## config.mk

```make
export PLATFORM = sky130hd
export DESIGN_NAME = karatsuba_seq16_flat
export DESIGN_NICKNAME = d
export VERILOG_FILES = /design/src/rtl/karatsuba_seq16_pkg.sv /design/src/rtl/karatsuba_seq16_if.sv /design/src/rtl/karatsuba.sv /design/src/rtl/karatsuba_seq16.sv /design/src/flat_wrapper.sv
export SDC_FILE = /design/constraint.sdc
export NUM_CORES = 1
export LEC_CHECK = 0
export BUFFER_PORTS_ARGS = -buffer_cell sky130_fd_sc_hd__buf_2
export CAP_MARGIN = 20
export CORE_AREA = 2 2 167 136
export DETAILED_ROUTE_END_ITERATION = 10
export DIE_AREA = 0 0 169 138
export PLACE_DENSITY = 0.75
export SLEW_MARGIN = 10
export SYNTH_ARGS = -nofsm -noshare
export SYNTH_HDL_FRONTEND = slang
export SYNTH_SLANG_ARGS = --single-unit
```

## constraint.sdc

```tcl
create_clock -name clk -period 13.25 [get_ports clk]
set_input_delay 1.9875 -clock clk [delete_from_list [all_inputs] [get_ports clk]]
set_output_delay 1.9875 -clock clk [all_outputs]
set_load 0.1 [all_outputs]
```

## src/rtl/karatsuba_seq16_pkg.sv

```systemverilog
// kara_pkg: shared widths, FSM state encoding and a small helper for the
// sequential 16x16 Karatsuba multiplier.
package kara_pkg;

    localparam int HALF_W = 8;
    localparam int FULL_W = 16;
    localparam int PROD_W = 32;

    typedef enum logic [2:0] {
        IDLE,
        M0,
        M2,
        M1,
        COMB,
        DONE
    } state_t;

    // Magnitude of the difference of two half-width operands.
    function automatic logic [HALF_W-1:0] abs_diff(input logic [HALF_W-1:0] x,
                                                   input logic [HALF_W-1:0] y);
        return (x < y) ? (y - x) : (x - y);
    endfunction

endpackage

```

## src/rtl/karatsuba_seq16_if.sv

```systemverilog
// karatsuba_seq16_if: operand/product handshake bundle.
//   in_valid/in_ready/a/b    : operand side (source -> multiplier)
//   out_valid/out_ready/p    : product side (multiplier -> consumer)
//   op_count                 : delivered-product counter (CNT_W bits)
// master = operand source / product consumer, slave = multiplier.
interface karatsuba_seq16_if #(
    parameter int CNT_W = 16
);
    import kara_pkg::*;

    logic              in_valid;
    logic              in_ready;
    logic [FULL_W-1:0] a;
    logic [FULL_W-1:0] b;
    logic              out_valid;
    logic              out_ready;
    logic [PROD_W-1:0] p;
    logic [CNT_W-1:0]  op_count;

    modport master (
        output in_valid, a, b, out_ready,
        input  in_ready, out_valid, p, op_count
    );

    modport slave (
        input  in_valid, a, b, out_ready,
        output in_ready, out_valid, p, op_count
    );

endinterface

```

## src/rtl/karatsuba.sv

```systemverilog
// karatsuba: 8x8 unsigned combinational multiplier.
//   X, Y : 8-bit operands
//   Z    : 16-bit product X*Y
module karatsuba (
    input  logic [7:0]  X,
    input  logic [7:0]  Y,
    output logic [15:0] Z
);

    assign Z = {8'b0, X} * {8'b0, Y};

endmodule

```

## src/rtl/karatsuba_seq16.sv

```systemverilog
// karatsuba_seq16: sequential 16x16 unsigned multiplier that schedules the
// three subtractive-Karatsuba partial products through one shared 8x8
// multiplier and recombines them into a 32-bit product.
//   clk   : rising-edge clock
//   rst_n : asynchronous active-low reset
//   bus   : operand/product handshake (slave side); bus CNT_W must match CNT_W
module karatsuba_seq16
    import kara_pkg::*;
#(
    parameter int CNT_W = 16
) (
    input  logic                clk,
    input  logic                rst_n,
    karatsuba_seq16_if.slave    bus
);

    state_t state_q, state_d;

    logic [FULL_W-1:0] a_q, b_q;
    logic [FULL_W-1:0] z0_q, z2_q, zd_q;
    logic              neg_q;
    logic [PROD_W-1:0] p_q, p_d;
    logic [CNT_W-1:0]  cnt_q;

    logic [HALF_W-1:0] xl, xh, yl, yh;
    logic [HALF_W-1:0] mul_x, mul_y;
    logic [FULL_W-1:0] mul_z;
    logic [17:0]       zd_ext, mid;
    logic              accept, deliver;

    assign xl = a_q[HALF_W-1:0];
    assign xh = a_q[FULL_W-1:HALF_W];
    assign yl = b_q[HALF_W-1:0];
    assign yh = b_q[FULL_W-1:HALF_W];

    assign accept  = (state_q == IDLE) && bus.in_valid;
    assign deliver = (state_q == DONE) && bus.out_ready;

    karatsuba u_mul (
        .X (mul_x),
        .Y (mul_y),
        .Z (mul_z)
    );

    // Shared multiplier operand mux.
    always_comb begin
        mul_x = '0;
        mul_y = '0;
        case (state_q)
            M0:      begin mul_x = xl; mul_y = yl; end
            M2:      begin mul_x = xh; mul_y = yh; end
            M1:      begin mul_x = abs_diff(xl, xh); mul_y = abs_diff(yl, yh); end
            default: ;
        endcase
    end

    // mid = z0 + z2 - (xl-xh)(yl-yh); always non-negative, so modular
    // 18-bit arithmetic yields the exact value.
    always_comb begin
        zd_ext = {2'b0, zd_q};
        mid    = {2'b0, z0_q} + {2'b0, z2_q} + (neg_q ? zd_ext : (18'd0 - zd_ext));
        p_d    = {z2_q, 16'b0} + {6'b0, mid, 8'b0} + {16'b0, z0_q};
    end

    always_ff @(posedge clk or negedge rst_n) begin
        if (!rst_n) state_q <= IDLE;
        else        state_q <= state_d;
    end

    always_comb begin
        state_d = state_q;
        case (state_q)
            IDLE:    if (accept) state_d = M0;
            M0:      state_d = M2;
            M2:      state_d = M1;
            M1:      state_d = COMB;
            COMB:    state_d = DONE;
            DONE:    if (bus.out_ready) state_d = IDLE;
            default: state_d = IDLE;
        endcase
    end

    always_ff @(posedge clk or negedge rst_n) begin
        if (!rst_n) begin
            a_q   <= '0;
            b_q   <= '0;
            z0_q  <= '0;
            z2_q  <= '0;
            zd_q  <= '0;
            neg_q <= 1'b0;
            p_q   <= '0;
            cnt_q <= '0;
        end else begin
            if (accept) begin
                a_q <= bus.a;
                b_q <= bus.b;
            end
            if (state_q == M0) z0_q <= mul_z;
            if (state_q == M2) z2_q <= mul_z;
            if (state_q == M1) begin
                zd_q  <= mul_z;
                neg_q <= (xl < xh) ^ (yl < yh);
            end
            if (state_q == COMB) p_q <= p_d;
            if (deliver && (cnt_q != '1)) cnt_q <= cnt_q + CNT_W'(1);
        end
    end

    assign bus.in_ready  = (state_q == IDLE);
    assign bus.out_valid = (state_q == DONE);
    assign bus.p         = p_q;
    assign bus.op_count  = cnt_q;

endmodule

```

## src/flat_wrapper.sv

```systemverilog
// flat-port wrapper written by rule: the top's interface ports become plain ports
module karatsuba_seq16_flat import kara_pkg::*;
#(
    parameter int CNT_W = 16
)
  (clk, rst_n, bus_in_valid, bus_a, bus_b, bus_out_ready, bus_in_ready, bus_out_valid, bus_p, bus_op_count);
  karatsuba_seq16_if #(.CNT_W(CNT_W)) bus_i ();
  input  logic clk;
  input  logic rst_n;
  input wire logic [$bits(bus_i.in_valid)-1:0] bus_in_valid;
  input wire logic [$bits(bus_i.a)-1:0] bus_a;
  input wire logic [$bits(bus_i.b)-1:0] bus_b;
  input wire logic [$bits(bus_i.out_ready)-1:0] bus_out_ready;
  output wire logic [$bits(bus_i.in_ready)-1:0] bus_in_ready;
  output wire logic [$bits(bus_i.out_valid)-1:0] bus_out_valid;
  output wire logic [$bits(bus_i.p)-1:0] bus_p;
  output wire logic [$bits(bus_i.op_count)-1:0] bus_op_count;
  assign bus_i.in_valid = bus_in_valid;
  assign bus_i.a = bus_a;
  assign bus_i.b = bus_b;
  assign bus_i.out_ready = bus_out_ready;
  assign bus_in_ready = bus_i.in_ready;
  assign bus_out_valid = bus_i.out_valid;
  assign bus_p = bus_i.p;
  assign bus_op_count = bus_i.op_count;
  karatsuba_seq16 #(.CNT_W(CNT_W)) u_core (.clk(clk), .rst_n(rst_n), .bus(bus_i));
endmodule
```

# Word-level counts from Yosys, hierarchy flattened
# Index checks and enable logic that the tools add are counted.
# word_totals
reg_bits	132
input_bits	36
out_inout_bits	50
word_cells	44
# op_classes
n_addsub	10
n_mul	1
order_cmp	2
eq_ne	8
mux	8
bitwise	1
n_reduce_logical	5
# ops
cell	n
$pmux W8 S3	2
$add A32 B16 Y32	1
$add A32 B26 Y32	1
$sub A8 B8 Y8	4
$add A18 B18 Y18	1
$mux W18	1
$pmux W3 S6	1
$add A16 B16 Y17	1
$sub A1 B16 Y17 const A	1
$add A16 B1 Y16 const B	1
$lt A8 B8 Y1	2
$mul A8 B8 Y16	1
$mux W8	2
$ne A16 B16 Y1 const B	1
$eq A3 B2 Y1 const B	2
$eq A3 B3 Y1 const B	2
$mux W3	2
$eq A3 B1 Y1 const B	1
$logic_and A1 B1 Y1	3
$logic_not A3 Y1	1
$ne A2 B1 Y1 const B	1
$ne A2 B2 Y1 const B	1
$reduce_and A2 Y1	1
$xor A1 B1 Y1	1

# Depth between registers and ports, before layout
# Gate-level depths: netlist (run 1).
# logic_depth
ltp_word	5
mapped_depth	29
ltp_nobuf	29

# By module
# A second synthesis (run 1) with hierarchy kept.
# unflattened
hier_cells	1176
area_unflattened_um2	10892.9
# by_module_without_submodules
module	instances	cells_per_inst	area_each_um2	seq_area_each_um2
karatsuba_seq16	1	933	8770.9	3303.2
karatsuba	1	243	2122.0	0.0

# Worst setup path before layout (run 1)
# No wires, ideal clock.
# synth_timing
kind	reg2reg
startpoint	reg u_core.b_q[0]
endpoint	reg u_core.zd_q[14]
setup_ps	136
t_arrival_ps	6085
required_time_ps	13114
path_slack_ps	7029
stages_incl_launch_ff	27
synth_period_minus_slack_ps	6221
path_cell_list	dfrtp_1 > inv_1 > ha_1 > inv_1 > fa_1 > a21oi_2 > nor2b_2 > o31ai_4 > a21oi_4 > mux2i_1 > xor2_1 > a222oi_1 > or2_1 > fa_1 > fa_1 > inv_1 > fa_1 > inv_1 > fa_1 > inv_1 > ha_1 > o21a_1 > a21o_1 > a21oi_1 > o21ai_0 > xnor2_1 > o21ai_0
# synth_via
elab_chain_len	4
word_cells_on_any_way	6
cone_classes	2 x add/sub; 1 x mul; 1 x order compare; 2 x mux
# synth_rtl
element	line_no	source
start: declaration	karatsuba_seq16.sv:19	logic [FULL_W-1:0] a_q, b_q;
start signal: assignment	karatsuba_seq16.sv:96	b_q <= bus.b;
$sub A8 B8 Y8 or $lt A8 B8 Y1 (tied branches)	karatsuba_seq16_pkg.sv:21	return (x < y) ? (y - x) : (x - y);
$mux W8	karatsuba_seq16_pkg.sv:21	
$pmux W8 S3 (*)	karatsuba_seq16.sv:49	case (state_q)
$mul A8 B8 Y16 (*)	karatsuba.sv:10	assign Z = {8'b0, X} * {8'b0, Y};
end signal: assignment	karatsuba_seq16.sv:101	zd_q <= mul_z;
end: declaration	karatsuba_seq16.sv:20	logic [FULL_W-1:0] z0_q, z2_q, zd_q;
# Every way passes the cells marked *; elsewhere a longest branch is shown, timed or not.
# A chain may end at the register's enable or synchronous reset.

# Worst setup path in the final report (run 1)
# layout_timing
startpoint	reg u_core.b_q[1]
endpoint	reg u_core.zd_q[15]
# The elaborated chain is that of the path after synthesis.

==> results_dict.tcl, run 1 <==
set metrics [dict create \
    status "finished clean" \
    drive_gt1_share_pct 12.0 \
    path_max_fanout 8 \
    yosysSeqAreaShare_pct 29.8 \
    dp_hpwl_mm 19.5 \
    synthTopCellsByArea "dfrtp_1 30%, ha_1 13%, fa_1 7.8%" \
    cts_made_buffers 17 \
    rsz0062_at_grt "false" \
    setup_viol 0 \
    dr.pass1.iters 5 \
    die_w_um 169 \
    post-route-util_pct 56.6 \
    worst_pin_slew_ps 1220 \
    drtAntennaViolNets 0 \
    post_cts_resized 0 \
    std_cell_rows 49 \
    netlist.area_leader.share_pct 29.8 \
    root_buffer "clkbuf_16" \
    clock_latency_ps 430 \
    min_period_ps 7020 \
    drc 0 \
    critical_path.endpoint "u_core.zd_q[15]" \
    drt-initial-drc-count 707 \
    synth_xor_area_share_pct 7.90 \
    crit_type "reg2reg" \
    syn_inst 1264 \
    maxCapViolations 0 \
    antenna_found_initial 0 \
    cts.sinks 132 \
    r2r_slack_ps 6230 \
    synth_adder_area_share_pct 21.2 \
    maxSlewViolCount 0 \
    required_ps 13520 \
    synth_enable_flop_cells 0 \
    post-cts-setup-buffers 0 \
    r2r_end "u_core.zd_q[15]" \
    num-fill-cells 1935 \
    yosys.area_share.simple_pct 15.6 \
    tritoncts "built" \
    die-area_um2 23300 \
    grt_pass1_vias 9064 \
    io_buffers 85 \
    synth_nets 1462 \
    path_clk_slew_ps 60 \
    holdWs_ps 472 \
    vias 9057 \
    multiInputGateArea_um2 7230 \
    synth_area_leader_cell "dfrtp_1" \
    endpoint_kind "flip-flop" \
    fin_nets 1539 \
    ys_async_sr_fraction_pct 100 \
    regArea_um2 3300 \
    worstSetupStartpointType "flip-flop" \
    core_um2 21900 \
    synth.area.mux_share_pct 2.52 \
    r2r_cells 25 \
    htreeDepth 4 \
    fin_crit_sh_pct 53.0 \
    setup_tns_ps 0 \
    yosysWarnings 0 \
    place.gp.congestion 0.877 \
    finalInstanceArea_um2 12400 \
    postCtsHoldBufs 0 \
    hold_class "reg2reg" \
    grt_usage_pct 22.9 \
    critPathLaunch "u_core.b_q[1]" \
    cp.arrival_ps 7290 \
    maxSlewHeadroom_pct 18.7 \
    clock_path_buffers 2 \
    antennaDiodeCount 0 \
    synthFlopType "dfrtp_1" \
    max_freq_mhz 142 \
    grt_pass1_wl_mm 44.0 \
    placed_area_um2 11800 \
    synth.distinct_cells 63 \
    final_cell_mix "154 x nand2_1, 132 x dfrtp_1, 130 x o21ai_0" \
    hold_start "u_core.bus.p[17]" \
    boundaryPins 86 \
    syn_avg_cell_area_um2 8.77 \
    routedWlPerCell_um 15.5 \
    hold_viol_final 0 \
    synth_compound_area_share_pct 17.9 \
    finClkSkew_ps 18.7 \
    synth.cell_area_um2 11100 \
    grt-ovfl-total 0 \
    area_growth_pct 12.0 \
    final_common_cell "nand2_1" \
    initial_core_util_pct 50.5 \
    via_per_inst 5.54 \
    die_h_um 138 \
    synth_top_family_by_area "adder cells" \
    reg2reg_from "u_core.b_q[1]" \
    ys_seq_elements 132 \
    grt_max_degree 78 \
    wl_mm 25.4 \
]
==> synth_stat cells, types with 16 or more instances <==
cell and count:
a21oi_1 66, nor2_1 101, clkbuf_1 35, o21a_1 17
o21ai_0 130, dfrtp_1 132, nand2_1 155, ha_1 119
xor2_1 46, fa_1 43, xnor2_1 54, a21o_1 32
nor2b_1 16, inv_1 112
==> registers in the layout, indices dropped and copies added (netlist names) <==
register	count
u_core.bus.p	32
u_core.a_q	16
u_core.neg_q	1
u_core.bus.op_count	16
u_core.z2_q	16
u_core.z0_q	16
u_core.b_q	16
u_core.state_q	3
u_core.zd_q	16
==> worst max-delay path: stages, from the launching register on <==
cell      delay [ps]
dfrtp_1          430
inv_1            120
ha_1             310
nor2b_1          130
o21ai_0          320
a21oi_1          150
o41ai_1          340
mux2i_1          140
xor2_1           160
a222oi_1         820
nor2_1           180
fa_1             550
fa_1             550
inv_1             60
fa_1             550
inv_1             60
ha_1             300
ha_1             390
a21oi_1          290
o21bai_1         100
a21o_1           170
a21oi_1          140
nand3_1          100
a21oi_1          180
xnor2_1          180
o21ai_0          120
==> kinds of logic (layout without fill, tap and decap cells) <==
group,count (synthesis),count (layout)
DFF,132,132
AOI/OAI and AO/OA,317,317
adders and majority gates,162,162
buffers and inverters,148,238
xor gates and xnor gates,100,100
muxes,26,26
and+or+nand+nor,379,379
==> metal layers <==
| metal | vias to the layer above | share of wire (%) | track usage (%) |
|---|---|---|---|
| met3 | 40 | 5.3 | 4.61 |
| met4 | 0 | 1.8 | 6.12 |
| met1 | 4298 | 47 | 31.7 |
| met2 | 240 | 45 | 36.9 |
| li1 | 4479 | - | - |
| met5 | - | 0 | 0 |
==> metrics by stage <==
stage	setup WS, ps	instances
6_report	6230	1634
5_1_grt	5730	1634
4_1_cts	6220	1632
3_5_place_dp	6260	1600
3_3_place_gp	6370	1599
2_1_floorplan	7030	1264
==> worst min-delay path by stage <==
| stage | to | cells after the start |
|---|---|---|
| 2_1_floorplan | u_core.zd_q[7] | 2 |
| 3_3_place_gp | u_core.bus.p[20] | 2 |
| 3_5_place_dp | u_core.bus.p[19] | 2 |
| 4_1_cts | u_core.bus.p[19] | 2 |
| 5_1_grt | u_core.bus.op_count[15] | 1 |
| 6_report | u_core.bus.p[17] | 2 |
==> layout make-up <==
type / count / share of cell area [%]
clock buffer: 20 / 3.68
clock inverter: 12 / 1.16
inverter: 112 / 3.38
multi-input combinational: 984 / 58.2
sequential: 132 / 26.6
tap: 280 / 2.82
timing repair buffer: 94 / 4.16
Power of run 1 is left out: the tool's default activity adds up to more than one toggle a clock period on the data nets, which glitch-free logic cannot reach.
==> run 2, diff against run 1 <==
Clock period 13.25 ns to 6.8 ns, I/O delays scaled along.
==> run 2 against run 1 <==
Against the previous run: first-iteration DRC count shrank 1.8%; non-clock buffer count up 15; utilization up 0.75 points; largest cell class unchanged; worst hold slack improved by 0.62 ps; critical path depth rose by 3; wire length down 0.19%; global-route usage grew 0.055 points; clock-buffer cell count fell by 2.
==> results_dict.tcl, run 2 (synthesized netlist as in run 1, its figures left out) <==
set metrics [dict create \
    maxSlewViolCount 0 \
    place.gp.congestion 0.893 \
    largest_register_ffs 32 \
    worstSetupStartpointType "flip-flop" \
    routedWlPerCell_um 15.4 \
    dr.pass1.iters 5 \
    grt_max_degree 78 \
    finClkSkew_ps 16.9 \
    grt-ovfl-total 0 \
    final_common_cell "nand2_1" \
    boundaryPins 86 \
    cp.arrival_ps 6700 \
    io_buffers 85 \
    antennaDiodeCount 0 \
    critPathSlowestCell "fa_1" \
    finalInstanceArea_um2 12600 \
    fin_ws_ps 375 \
    r2r_end "u_core.z2_q[13]" \
    die_h_um 138 \
    hold_viol_final 0 \
    initial_core_util_pct 50.5 \
    fin_nets 1554 \
    path_max_fanout 8 \
    critPathLaunch "u_core.b_q[0]" \
    drtAntennaViolNets 0 \
    crit_buf_inv 7 \
    die_w_um 169 \
    drc 0 \
    grt_pass1_vias 9080 \
    post-place-ws_ps 48.9 \
    r2r_cells 28 \
    setup_viol 0 \
    worst_pin_slew_ps 951 \
    max_freq_mhz 156 \
    hold_class "reg2reg" \
    root_buffer "clkbuf_16" \
    drive_gt1_share_pct 13.7 \
    grt_pass1_wl_mm 43.9 \
    cts_made_buffers 17 \
    antenna_found_initial 0 \
    hold_depth 2 \
    path_clk_slew_ps 60 \
    r2r_slack_ps 370 \
    drt-initial-drc-count 694 \
    tritoncts "built" \
    reg2reg_from "u_core.b_q[0]" \
    endpoint_kind "flip-flop" \
    max_stage_delay_ps 540 \
    placed_area_um2 11900 \
    clock_latency_ps 430 \
    maxSlewHeadroom_pct 36.6 \
    fin_crit_sh_pct 94.5 \
    clock_path_buffers 2 \
    die-area_um2 23300 \
    worst_path_most_repeated_cell "inv_1" \
    via_per_inst 5.54 \
    dp_hpwl_mm 19.7 \
    status "finished clean" \
    htreeDepth 4 \
    core_um2 21900 \
    wl_mm 25.3 \
    std_cell_rows 49 \
    min_to "u_core.bus.p[21]" \
    grt_usage_pct 23.0 \
    maxCapViolations 0 \
    cts.sinks 132 \
    required_ps 7070 \
    rsz0062_at_grt "true" \
    hold_start "u_core.bus.p[21]" \
    final_cell_mix "154 x nand2_1, 132 x dfrtp_1, 123 x o21ai_0" \
    min_period_ps 6430 \
    area_growth_pct 13.5 \
    critPathTopFamily "adder cells" \
    crit_type "reg2reg" \
    vias 9135 \
]
[run 2: cell count changes in the layout (fill, tap and decap cells not counted), moves of 3 or more]
cell | previous run | this run
buf_4 | 7 | 24
ha_1 | 119 | 116
o21ai_1 | 1 | 8
o21ai_0 | 130 | 123
clkinvlp_4 | 5 | 0
clkinv_4 | 0 | 4
[run 2: cell type report]
type,instances,area (µm²)
well taps,280,350
clock inverters,14,190
clock buffers,18,439
flip-flops and latches,132,3300
repair buffers,109,612
inverters,112,420
fillers,1967,9360
multi-input cells,984,7270
[run 2: worst min-delay path, delay by kind of cell (launching register included)]
kind	cells	cell delay (ps)
flops	1	340
compound gates	1	60
simple gates	1	40
[run 2: per-stage QoR]
step | setup TNS [ps] | std cells | hold WS (ps) | utilization, %
floorplan | 0 | 1264 | 450 | -
global placement | 0 | 1612 | 456 | 54.1
detailed placement | 0 | 1612 | 465 | 54.1
CTS | 0 | 1644 | 480 | 57.0
global route | -6.06 | 1649 | 487 | 57.3
finish | 0 | 1649 | 472 | 57.3
[run 2: worst max path at each step]
stage / to / slack, ps / depth (start not counted)
final: u_core.z2_q[13] / 370 / 28
after global routing: u_core.z2_q[13] / -6 / 28
after CTS: u_core.z2_q[13] / 20 / 27
after detailed placement: u_core.z2_q[14] / 50 / 26
after global placement: u_core.z2_q[14] / 260 / 26
after floorplan: u_core.zd_q[14] / 580 / 26
[run 2: repair_timing]
| item | in CTS | in global routing |
|---|---|---|
| gates resized for setup | 0 | 17 |
| setup buffers | 0 | 5 |
| endpoints found under the setup margin | 0 | 21 |
| hold buffers | 0 | 0 |
[run 2: layer usage]
metal  GRT usage (%)  wire length [µm]  up-vias
li1                -                 -     4508
met1            32.0             12000     4357
met2            36.8             11600      236
met3            4.70              1320       34
met4            6.03               378        0
met5               0                 0        -
Power of run 2 is left out for the same reason.
